$ cat config.mk
export PLATFORM = sky130hd
export DESIGN_NAME = memory_stage_flat
export DESIGN_NICKNAME = d
export VERILOG_FILES = /design/src/rtl/memory_stage_pkg.sv /design/src/rtl/memory_stage_if.sv /design/src/rtl/memory_stage_mem_align.sv /design/src/rtl/memory_stage.sv /design/src/flat_wrapper.sv
export SDC_FILE = /design/constraint.sdc
export NUM_CORES = 1
export LEC_CHECK = 0
export ABC_CLOCK_PERIOD_IN_PS = 5500
export BUFFER_PORTS_ARGS = -buffer_cell sky130_fd_sc_hd__buf_4
export CORE_AREA = 2 2 213 215
export CTS_BUF_LIST = sky130_fd_sc_hd__clkbuf_8
export DETAILED_ROUTE_END_ITERATION = 8
export DIE_AREA = 0 0 215 217
export HOLD_SLACK_MARGIN = 0.06
export PLACE_DENSITY = 0.59
export SYNTH_ARGS = -nofsm -noshare
export SYNTH_HDL_FRONTEND = slang
export SYNTH_SLANG_ARGS = --single-unit
$ cat constraint.sdc
create_clock -name clk -period 5.5 [get_ports clk]
set_input_delay 0.55 -clock clk [delete_from_list [all_inputs] [get_ports clk]]
set_output_delay 0.55 -clock clk [all_outputs]
set_load 0.03 [all_outputs]
$ cat src/rtl/memory_stage_pkg.sv
// memory_stage_pkg: shared pipeline types for the memory stage.
//   - msize_t / ctl_t    : access size and the control bits the stage consumes
//   - execute_data_t     : execute -> memory payload (srcb_fwd is the store operand)
//   - memory_data_t      : memory -> writeback payload
//   - dbus_req_t/resp_t  : data bus request/response
//   - stage_state_t      : memory stage FSM encoding
//   - size_mask()        : byte-lane mask for an access size, before shifting
package memory_stage_pkg;

  typedef enum logic [1:0] {
    MSIZE1 = 2'd0,
    MSIZE2 = 2'd1,
    MSIZE4 = 2'd2,
    MSIZE8 = 2'd3
  } msize_t;

  typedef struct packed {
    logic   regwrite;
    logic   memread;
    logic   memwrite;
    logic   memunsigned;
    msize_t msize;
  } ctl_t;

  typedef struct packed {
    logic [63:0] pc;
    ctl_t        ctl;
    logic [63:0] result_alu;
    logic [4:0]  wa;
    logic [63:0] srcb_fwd;
  } execute_data_t;

  typedef struct packed {
    logic [63:0] pc;
    ctl_t        ctl;
    logic [4:0]  wa;
    logic [63:0] result;
    logic        misalign;
  } memory_data_t;

  // Data bus types; these mirror the common bus definitions.
  typedef struct packed {
    logic        valid;
    logic [63:0] addr;
    msize_t      size;
    logic [7:0]  strobe;
    logic [63:0] data;
  } dbus_req_t;

  typedef struct packed {
    logic        addr_ok;
    logic        data_ok;
    logic [63:0] data;
  } dbus_resp_t;

  typedef enum logic [1:0] {
    ST_IDLE = 2'd0,
    ST_BUS  = 2'd1,
    ST_HOLD = 2'd2
  } stage_state_t;

  function automatic logic [7:0] size_mask(input msize_t size);
    case (size)
      MSIZE1:  size_mask = 8'h01;
      MSIZE2:  size_mask = 8'h03;
      MSIZE4:  size_mask = 8'h0F;
      MSIZE8:  size_mask = 8'hFF;
      default: size_mask = 8'h00;
    endcase
  endfunction

endpackage

$ cat src/rtl/memory_stage_if.sv
// memory_stage_if: bundles the memory stage's pipeline handshakes and data bus.
//   in_valid/in_ready/dataE    : upstream (execute) handshake
//   out_valid/out_ready/dataM  : downstream (writeback) handshake
//   dreq/dresp                 : data bus
// slave = the stage itself, master = its environment.
interface memory_stage_if;
  import memory_stage_pkg::*;

  logic          in_valid;
  logic          in_ready;
  execute_data_t dataE;
  logic          out_valid;
  logic          out_ready;
  memory_data_t  dataM;
  dbus_req_t     dreq;
  dbus_resp_t    dresp;

  modport slave (
    input  in_valid, dataE, out_ready, dresp,
    output in_ready, out_valid, dataM, dreq
  );

  modport master (
    output in_valid, dataE, out_ready, dresp,
    input  in_ready, out_valid, dataM, dreq
  );
endinterface

$ cat src/rtl/memory_stage_mem_align.sv
// memory_stage_mem_align: combinational byte-lane alignment for the data bus.
//   addr        : low three bits of the effective address
//   size        : access size
//   wdata       : store operand, LSB-aligned
//   rdata       : raw 64-bit bus read data
//   is_unsigned : zero-extend instead of sign-extend the load result
//   strobe      : byte enables for a store
//   wdata_sh    : store data shifted onto its byte lanes
//   rdata_ext   : load result, shifted down and extended
//   misalign    : address not naturally aligned for this size
module memory_stage_mem_align
  import memory_stage_pkg::*;
(
  input  logic [2:0]  addr,
  input  msize_t      size,
  input  logic [63:0] wdata,
  input  logic [63:0] rdata,
  input  logic        is_unsigned,
  output logic [7:0]  strobe,
  output logic [63:0] wdata_sh,
  output logic [63:0] rdata_ext,
  output logic        misalign
);

  logic [5:0]  shamt_s;
  logic [63:0] rdata_sh_s;

  // Lane shifting, extension and alignment check for one access.
  always_comb begin
    shamt_s    = {addr, 3'b000};
    strobe     = size_mask(size) << addr;
    wdata_sh   = wdata << shamt_s;
    rdata_sh_s = rdata >> shamt_s;
    case (size)
      MSIZE1: begin
        misalign  = 1'b0;
        rdata_ext = is_unsigned ? {56'd0, rdata_sh_s[7:0]}
                                : {{56{rdata_sh_s[7]}}, rdata_sh_s[7:0]};
      end
      MSIZE2: begin
        misalign  = addr[0];
        rdata_ext = is_unsigned ? {48'd0, rdata_sh_s[15:0]}
                                : {{48{rdata_sh_s[15]}}, rdata_sh_s[15:0]};
      end
      MSIZE4: begin
        misalign  = |addr[1:0];
        rdata_ext = is_unsigned ? {32'd0, rdata_sh_s[31:0]}
                                : {{32{rdata_sh_s[31]}}, rdata_sh_s[31:0]};
      end
      default: begin
        misalign  = |addr;
        rdata_ext = rdata_sh_s;
      end
    endcase
  end

endmodule

$ cat src/rtl/memory_stage.sv
// memory_stage: pipeline stage after execute; performs loads/stores on the
// data bus and hands memory_data_t to writeback.
//   clk, resetn : core clock, asynchronous active-low reset
//   io (slave)  : in_valid/in_ready/dataE upstream, out_valid/out_ready/dataM
//                 downstream, dreq/dresp data bus
// ADDR_ALIGN_CHECK=1 turns misaligned memory ops into non-bus ops that
// report misalign=1 and return the address as the result.
module memory_stage
  import memory_stage_pkg::*;
#(
  parameter bit ADDR_ALIGN_CHECK = 1'b1
) (
  input  logic            clk,
  input  logic            resetn,
  memory_stage_if.slave   io
);

  stage_state_t state_q, state_d;
  logic         out_valid_q, out_valid_d;
  memory_data_t data_m_q, data_m_d;
  dbus_req_t    dreq_q, dreq_d;

  logic         in_ready_s;
  logic         accept_s;
  logic         is_mem_s;
  logic         misalign_s;
  logic         go_bus_s;
  logic         in_bus_s;

  logic [2:0]   al_addr_s;
  msize_t       al_size_s;
  logic         al_unsigned_s;
  logic [7:0]   al_strobe_s;
  logic [63:0]  al_wdata_s;
  logic [63:0]  al_rdata_s;
  logic         al_misalign_s;

  // The bus does not need addr_ok before data_ok, so it is never looked at.
  logic         addr_ok_unused;
  assign addr_ok_unused = io.dresp.addr_ok;

  assign in_ready_s = (state_q == ST_IDLE) || ((state_q == ST_HOLD) && io.out_ready);
  assign accept_s   = io.in_valid && in_ready_s;
  assign in_bus_s   = (state_q == ST_BUS);
  assign is_mem_s   = io.dataE.ctl.memread || io.dataE.ctl.memwrite;
  assign misalign_s = ADDR_ALIGN_CHECK && is_mem_s && al_misalign_s;
  assign go_bus_s   = is_mem_s && !misalign_s;

  // Accept and BUS never overlap, so one aligner serves both: the incoming
  // op while not in BUS, the outstanding request while in BUS.
  always_comb begin
    if (in_bus_s) begin
      al_addr_s     = dreq_q.addr[2:0];
      al_size_s     = dreq_q.size;
      al_unsigned_s = data_m_q.ctl.memunsigned;
    end else begin
      al_addr_s     = io.dataE.result_alu[2:0];
      al_size_s     = io.dataE.ctl.msize;
      al_unsigned_s = io.dataE.ctl.memunsigned;
    end
  end

  memory_stage_mem_align u_align (
    .addr        (al_addr_s),
    .size        (al_size_s),
    .wdata       (io.dataE.srcb_fwd),
    .rdata       (io.dresp.data),
    .is_unsigned (al_unsigned_s),
    .strobe      (al_strobe_s),
    .wdata_sh    (al_wdata_s),
    .rdata_ext   (al_rdata_s),
    .misalign    (al_misalign_s)
  );

  // State and output registers.
  always_ff @(posedge clk or negedge resetn) begin
    if (!resetn) begin
      state_q     <= ST_IDLE;
      out_valid_q <= 1'b0;
      data_m_q    <= '0;
      dreq_q      <= '0;
    end else begin
      state_q     <= state_d;
      out_valid_q <= out_valid_d;
      data_m_q    <= data_m_d;
      dreq_q      <= dreq_d;
    end
  end

  // Next-state logic.
  always_comb begin
    state_d = state_q;
    case (state_q)
      ST_IDLE: begin
        if (accept_s) begin
          state_d = go_bus_s ? ST_BUS : ST_HOLD;
        end else begin
          state_d = ST_IDLE;
        end
      end
      ST_BUS: begin
        if (io.dresp.data_ok) begin
          state_d = ST_HOLD;
        end else begin
          state_d = ST_BUS;
        end
      end
      ST_HOLD: begin
        if (accept_s) begin
          state_d = go_bus_s ? ST_BUS : ST_HOLD;
        end else if (io.out_ready) begin
          state_d = ST_IDLE;
        end else begin
          state_d = ST_HOLD;
        end
      end
      default: state_d = ST_IDLE;
    endcase
  end

  // Output/datapath next values; data_ok outside BUS falls through to hold.
  always_comb begin
    out_valid_d = out_valid_q;
    data_m_d    = data_m_q;
    dreq_d      = dreq_q;
    if (accept_s) begin
      out_valid_d       = !go_bus_s;
      data_m_d.pc       = io.dataE.pc;
      data_m_d.ctl      = io.dataE.ctl;
      data_m_d.wa       = io.dataE.wa;
      data_m_d.misalign = misalign_s;
      data_m_d.result   = go_bus_s ? 64'd0 : io.dataE.result_alu;
      if (go_bus_s) begin
        dreq_d.valid  = 1'b1;
        dreq_d.addr   = io.dataE.result_alu;
        dreq_d.size   = io.dataE.ctl.msize;
        dreq_d.strobe = io.dataE.ctl.memwrite ? al_strobe_s : 8'h00;
        dreq_d.data   = io.dataE.ctl.memwrite ? al_wdata_s : 64'd0;
      end else begin
        dreq_d.valid  = 1'b0;
      end
    end else if (in_bus_s && io.dresp.data_ok) begin
      out_valid_d     = 1'b1;
      dreq_d.valid    = 1'b0;
      data_m_d.result = data_m_q.ctl.memread ? al_rdata_s : 64'd0;
    end else if ((state_q == ST_HOLD) && io.out_ready) begin
      out_valid_d = 1'b0;
    end else begin
      out_valid_d = out_valid_q;
    end
  end

  assign io.in_ready  = in_ready_s;
  assign io.out_valid = out_valid_q;
  assign io.dataM     = data_m_q;
  assign io.dreq      = dreq_q;

endmodule

$ cat src/flat_wrapper.sv
// flat-port wrapper written by rule: the top's interface ports become plain ports
module memory_stage_flat import memory_stage_pkg::*;
#(
  parameter bit ADDR_ALIGN_CHECK = 1'b1
)
  (clk, resetn, io_in_valid, io_dataE, io_out_ready, io_dresp, io_in_ready, io_out_valid, io_dataM, io_dreq);
  memory_stage_if io_i ();
  input  logic clk;
  input  logic resetn;
  input wire logic [$bits(io_i.in_valid)-1:0] io_in_valid;
  input wire logic [$bits(io_i.dataE)-1:0] io_dataE;
  input wire logic [$bits(io_i.out_ready)-1:0] io_out_ready;
  input wire logic [$bits(io_i.dresp)-1:0] io_dresp;
  output wire logic [$bits(io_i.in_ready)-1:0] io_in_ready;
  output wire logic [$bits(io_i.out_valid)-1:0] io_out_valid;
  output wire logic [$bits(io_i.dataM)-1:0] io_dataM;
  output wire logic [$bits(io_i.dreq)-1:0] io_dreq;
  assign io_i.in_valid = io_in_valid;
  assign io_i.dataE = io_dataE;
  assign io_i.out_ready = io_out_ready;
  assign io_i.dresp = io_dresp;
  assign io_in_ready = io_i.in_ready;
  assign io_out_valid = io_i.out_valid;
  assign io_dataM = io_i.dataM;
  assign io_dreq = io_i.dreq;
  memory_stage #(.ADDR_ALIGN_CHECK(ADDR_ALIGN_CHECK)) u_core (.clk(clk), .resetn(resetn), .io(io_i));
endmodule
---- Word-level counts from Yosys, hierarchy flattened ----
Cells that the tools add are included.
storage, ports and cells
  flip-flop bits (word level) ............. 282
  bits of input ports ..................... 273
cells by class
  shift-type cells ........................ 3
  multiplexer cells ....................... 27
  eq/ne operators ......................... 5
  reduce and logical (&&, ||, !) cells .... 16
operators by type and width
  cell                number
  $mux 64             8
  $pmux 64 s3         1
  $shl 64x6->64       1
  $shr 64x6->64       1
  $pmux 8 s4          1
  $mux 2              6
  $mux 8              1
  $shl 8x3->8         1
  $mux 1              7
  $eq 2x2->1 const B  3
  $pmux 2 s3          1
  $logic_and 1x1->1   5
  $eq 2x1->1 const B  2
  $logic_not 2->1     2
  $mux 3              1
  $pmux 1 s3          1
  $reduce_bool 3->1   1
  $reduce_or 3->1     1
  $logic_not 1->1     2
  $logic_or 1x1->1    2
  $reduce_and 2->1    1
  $reduce_bool 2->1   1
  $reduce_or 2->1     1

---- Longest topological paths before layout ----
  depth in word-level cells ............... 10
  depth in mapped cells ................... 13
  gate-level depth less buffers ........... 7

---- Hierarchy ----
From an unflattened synthesis, not the netlist that was laid out.
second synthesis, totals
  cells, all modules ...................... 1549
  area total of the unflattened synthesis .. 16560.9 um^2
by module, submodules not included
  module                  cells an instance  seq. area each (um^2)  times used  area each (um^2)
  memory_stage            984                7056.8                 1           12390.6
  memory_stage_mem_align  565                0.0                    1           4170.2

---- Least setup slack after synthesis ----
OpenSTA, ideal clock, no wires.
  path type ............................... flip-flop to flip-flop
  start point ............................. reg u_core.dreq_q, in the netlist u_core.io.dreq[74]
  end point ............................... reg u_core.data_m_q, in the netlist u_core.io.dataM[23]
  data arrival time ....................... 2597 ps
  buffers on the path ..................... 2
  setup slack ............................. 2777 ps
  clock period less this slack ............ 2723 ps
  cell stages (with the launch flop) ...... 10
  library setup time ...................... 126 ps
  cell sequence ........................... dfrtp_1 > and3b_1 > a21o_1 > buf_6 > mux2_4 > mux4_2 > a32oi_4 > buf_8 > a21oi_1 > a221o_1
between the ends
  word-level cells in the longest chain between the ends .. 8
  elaborated cells between the ends (all ways) .. 16
  classes of those cells .................. shift (1); mux (10); reduce/logical (5)
ends and longest elaborated chain
  element                                                                RTL line             RTL
  start: declaration                                                     memory_stage.sv:21   dbus_req_t dreq_q, dreq_d;
  start signal: assignment                                               memory_stage.sv:86   dreq_q <= dreq_d;
  $mux 3 (*)                                                             memory_stage.sv:52   if (in_bus_s) begin
  parallel branches: the longest is 6 deep, another holds $shr 64x6->64  -
  $mux 64 (*)                                                            memory_stage.sv:126  if (accept_s) begin
  end signal: assignment                                                 memory_stage.sv:85   data_m_q <= data_m_d;
  end: declaration                                                       memory_stage.sv:20   memory_data_t data_m_q, data_m_d;
Every way passes the cells marked *. The select of a mux whose other input is x is not followed.
A chain may end at the register's enable or synchronous reset.

---- Worst setup path after layout ----
  start point ............................. reg u_core.state_q[1]
  end point ............................... reg u_core.data_m_q, in the netlist u_core.io.dataM[15]
between the ends
  word-level cells in the longest chain between the ends .. 9
  elaborated cells between the ends (all ways) .. 29
  classes of those cells .................. eq/ne (4); shift (1); mux (12); reduce/logical (12)
ends and longest elaborated chain
  element                                                                RTL line            RTL
  start: declaration                                                     memory_stage.sv:18  stage_state_t state_q, state_d;
  start signal: assignment                                               memory_stage.sv:83  state_q <= state_d;
  parallel branches: the longest is 9 deep, another holds $shr 64x6->64  -
Parallel ways; which one is timed is not known. The select of a mux whose other input is x is not followed.

==> reports/results.tsv <==
stage	metric	value	unit
outcome	status	finished, final reports clean	
timing	finClkSkew	0.0220	ns
place	dp_hpwl	47.3	mm
critical_path	crit_family	compound AO/OA/AOI/OAI gates	
synthesis	synthSimpleGateAreaFrac	0.207	
place	io_buffers	552	
critical_path	cp_max_fo	49	
job	cap_violations	0	
synthesis	synthesis.area	14700	um^2
final_layout	layout-drive-gt1-share	0.305	
clock_tree	post_cts_buffers	0	
synthesis	synth-xor-area-share	0.000595	
clock_tree	cts-root-buf	clkbuf_8	
synthesis	synth_area_per_cell	8.56	um^2
floorplan	die_area	46700	um^2
synthesis	yosys.area_share.adder	0	
routing	drt-total-wl	63.2	mm
critical_path	rrSetupSlack	1.51	ns
final_layout	fin_nets	2484	
critical_path	reg2reg_to	u_core.io.dataM[15]$_DFFE_PN0P_	
global_route	grt_overflow	0	
critical_path	max_stage_delay	0.87	ns
routing	dr.pass1.iters	5	
floorplan	die_y	217	um
clock_tree	cts_buffers	49	
global_route	grt_pass1_vias	14600	
synthesis	async_reset_ff_frac	1.00	
routing	wl_per_cell	22.2	um
hold_path	min_path_cells	3	
global_route	antenna_found_initial	10	
floorplan	start_util	0.329	
global_route	grt_pass1_wl	93.5	mm
timing	hold_viol	0	
place	place_congestion	0.961	
power_and_ir_drop	vdd_ir_drop_max	0.274	mV
hold_path	hold_path_end	u_core.io.dataM[130]$_DFFE_PN0N_	
timing	worst_pin_slew	1.17	ns
synthesis	synth_compound_area_frac	0.186	
clock_tree	clk_path_buf_depth	3	
critical_path	cp_slowest_cell	mux2_2	
clock_tree	clk_pin_slew_worst_paths	0.06	ns
floorplan	die-width	215	um
synthesis	synth-edff-count	0	
hold_path	min_from	io_dataE[193]	
timing	clock.fmax	251	MHz
synthesis	synth_top_family_by_area	simple AND/OR/NAND/NOR gates	
timing	final-setup-viol-count	0	
final_layout	layout_commonest_cell	nand2_1	
power_and_ir_drop	powerDensity	572	nW/um^2
routing	drt_iter0_drc	1197	
timing	finalSetupTns	0	ns
clock_tree	cts_tree	done	
clock_tree	cts_sinks	282	
timing	post-route-period-util	0.726	
clock_tree	cts_resized	0	
clock_tree	clock_latency	0.61	ns
critical_path	startpoint_type	flop	
timing	worst_hold_slack	0.120	ns
critical_path	worstPathArrival	4.53	ns
hold_path	hold_class	primary input to flop	
synthesis	ys_ff_latch	282	
critical_path	cp.required	6.03	ns
timing	drv_slew	0	
clock_tree	h-tree-depth	2	
critical_path	end_kind	flop	
critical_path	rr_worst_depth	8	
floorplan	rows	78	
floorplan	coreArea	44700	um^2
synthesis	ys_seq_area_frac	0.480	
floorplan	io_pins	554	
critical_path	critPathKind	flop to flop	
synthesis	synth_ff_type	dfrtp_1	
synthesis	yosys_warnings	0	
critical_path	reg2reg_from	u_core.state_q[1]$_DFF_PN0_	
global_route	grt_max_degree	108	
synthesis	synth_cell_type_count	59	
global_route	grt_use_total	0.263	
routing	viasPerCell	5.25	
routing	drc_errors	0	
synthesis	netlist_instances	1719	
routing	final_antenna_net_count	0	
timing	min_period	3.99	ns
final_layout	layout_common_cells	nand2_1, buf_4, dfrtp_1	
timing	max_slew_margin	0.215	
timing	rsz0062_at_grt	false	
synthesis	synthMuxAreaShare	0.0841	
critical_path	crit_chain	and2b_1, mux2_2, a21oi_1, o22ai_1, o21a_2, buf_4, and2_0, o32a_1	
critical_path	path_buf_inv	1	
final_layout	area_delta_synth_final	38.3	%
routing	vias	15000	
synthesis	syn-num-nets	1992	
power_and_ir_drop	cellLeakagePower	10.4	nW
## worst reg2reg max path, cell delays in order, from the launching register on
cell	delay, ns
dfrtp_1	0.44
and2b_1	0.48
mux2_2	0.87
a21oi_1	0.17
o22ai_1	0.49
o21a_2	0.55
buf_4	0.53
and2_0	0.25
o32a_1	0.14
## worst max-delay path by stage
stage | depth (start not counted) | slack [ns] | end | startpoint
after floorplan | 9 | 2.78 | u_core.io.dataM[23]$_DFFE_PN0P_ | u_core.io.dreq[74]$_DFFE_PN0P_
after global placement | 8 | 1.62 | u_core.io.dataM[12]$_DFFE_PN0P_ | u_core.state_q[1]$_DFF_PN0_
after detailed placement | 8 | 1.53 | u_core.io.dataM[53]$_DFFE_PN0P_ | u_core.state_q[1]$_DFF_PN0_
after CTS | 8 | 1.51 | u_core.io.dataM[53]$_DFFE_PN0P_ | u_core.state_q[1]$_DFF_PN0_
after global routing | 8 | 1.19 | u_core.io.dataM[6]$_DFFE_PN0P_ | u_core.state_q[1]$_DFF_PN0_
final | 8 | 1.51 | u_core.io.dataM[15]$_DFFE_PN0P_ | u_core.state_q[1]$_DFF_PN0_
## state kept, by name, summed over array words and instances (netlist names)
register,flops
u_core.io.dreq,139
u_core.io.dataM,140
u_core.state_q,2
u_core.io.out_valid,1
## final cells by class
class                           instances  area (um^2)
Fill cell                            4491        24300
Multi-Input combinational cell       1292         7100
Sequential cell                       282         7060
Timing Repair Buffer                  578         4400
Clock buffer                           64          881
Tap cell                              600          751
Clock inverter                         23          123
Inverter                                8         30.0
Antenna cell                            4         10.0
## metal layers
layer	part of all wire	vias up	wire, um	global-route usage
met5	0.0010	-	65	0
met4	0.028	10	1800	0.0818
met3	0.090	111	5690	0.0783
met2	0.46	685	29300	0.422
met1	0.42	7225	26400	0.343
li1	-	6934	-	-
## kinds of logic after synthesis
family,Yosys count
xor+xnor,1
buf+inv,145
mux,120
simple gates,771
flops,282
compound gates,400
## what timing repair did
item / 4_1_cts / 5_1_grt
hold endpoints to repair: 32 / 0
endpoints found under the setup margin: 0 / 0
hold buffers: 1 / 0
## where the power goes
group | switching (mW) | leakage (nW) | internal, mW | total (mW)
Sequential | 0.572 | 3.58 | 2.96 | 3.53
Combinational | 4.02 | 6.25 | 2.11 | 6.13
Clock | 0.894 | 0.578 | 1.08 | 1.98
Total | 5.48 | 10.4 | 6.15 | 11.6
## per-stage QoR
step / area [um^2] / worst slack [ns] / power (mW) / utilization / instances
after CTS: 20300 / 1.51 / 11.7 / 0.455 / 2847
after global routing: 20400 / 1.19 / 12.3 / 0.455 / 2850
after global placement: 19300 / 1.62 / 9.63 / 0.432 / 2759
final: 20400 / 1.51 / 11.6 / 0.455 / 2851
after detailed placement: 19300 / 1.53 / 9.70 / 0.432 / 2759
after floorplan: 14700 / 2.78 / 7.13 / - / 1719
## synthesized netlist by cell type (all sizes together) (2+ instances only)
cell       n  area, um^2
a32oi      2        36.3
nand2b     4        25.0
a311oi     8        70.1
a22oi     35         268
a22o       3        26.3
o2111ai    2        17.5
o22ai     10        62.6
dfrtp    282        7060
nand2    626        2350
o21ai    108         541
and3b      2        17.5
o21a       2        15.0
mux2i    106        1060
nor2      76         290
a21o       5        37.5
buf       45         250
a32o       9        90.1
and3       3        18.8
clkbuf    92         345
a31oi     31         194
a2bb2oi   14         123
and2      10        62.6
nor3       3        20.0
o32a       7        70.1
nor2b      9        56.3
inv        8        30.0
a221o     16         160
a211oi    37         278
o211ai     3        22.5
nand3     33         165
o31ai     42         315
a21oi     55         309
mux2      13         154
a211o      7        61.3
(Power assumes the default switching activity.)
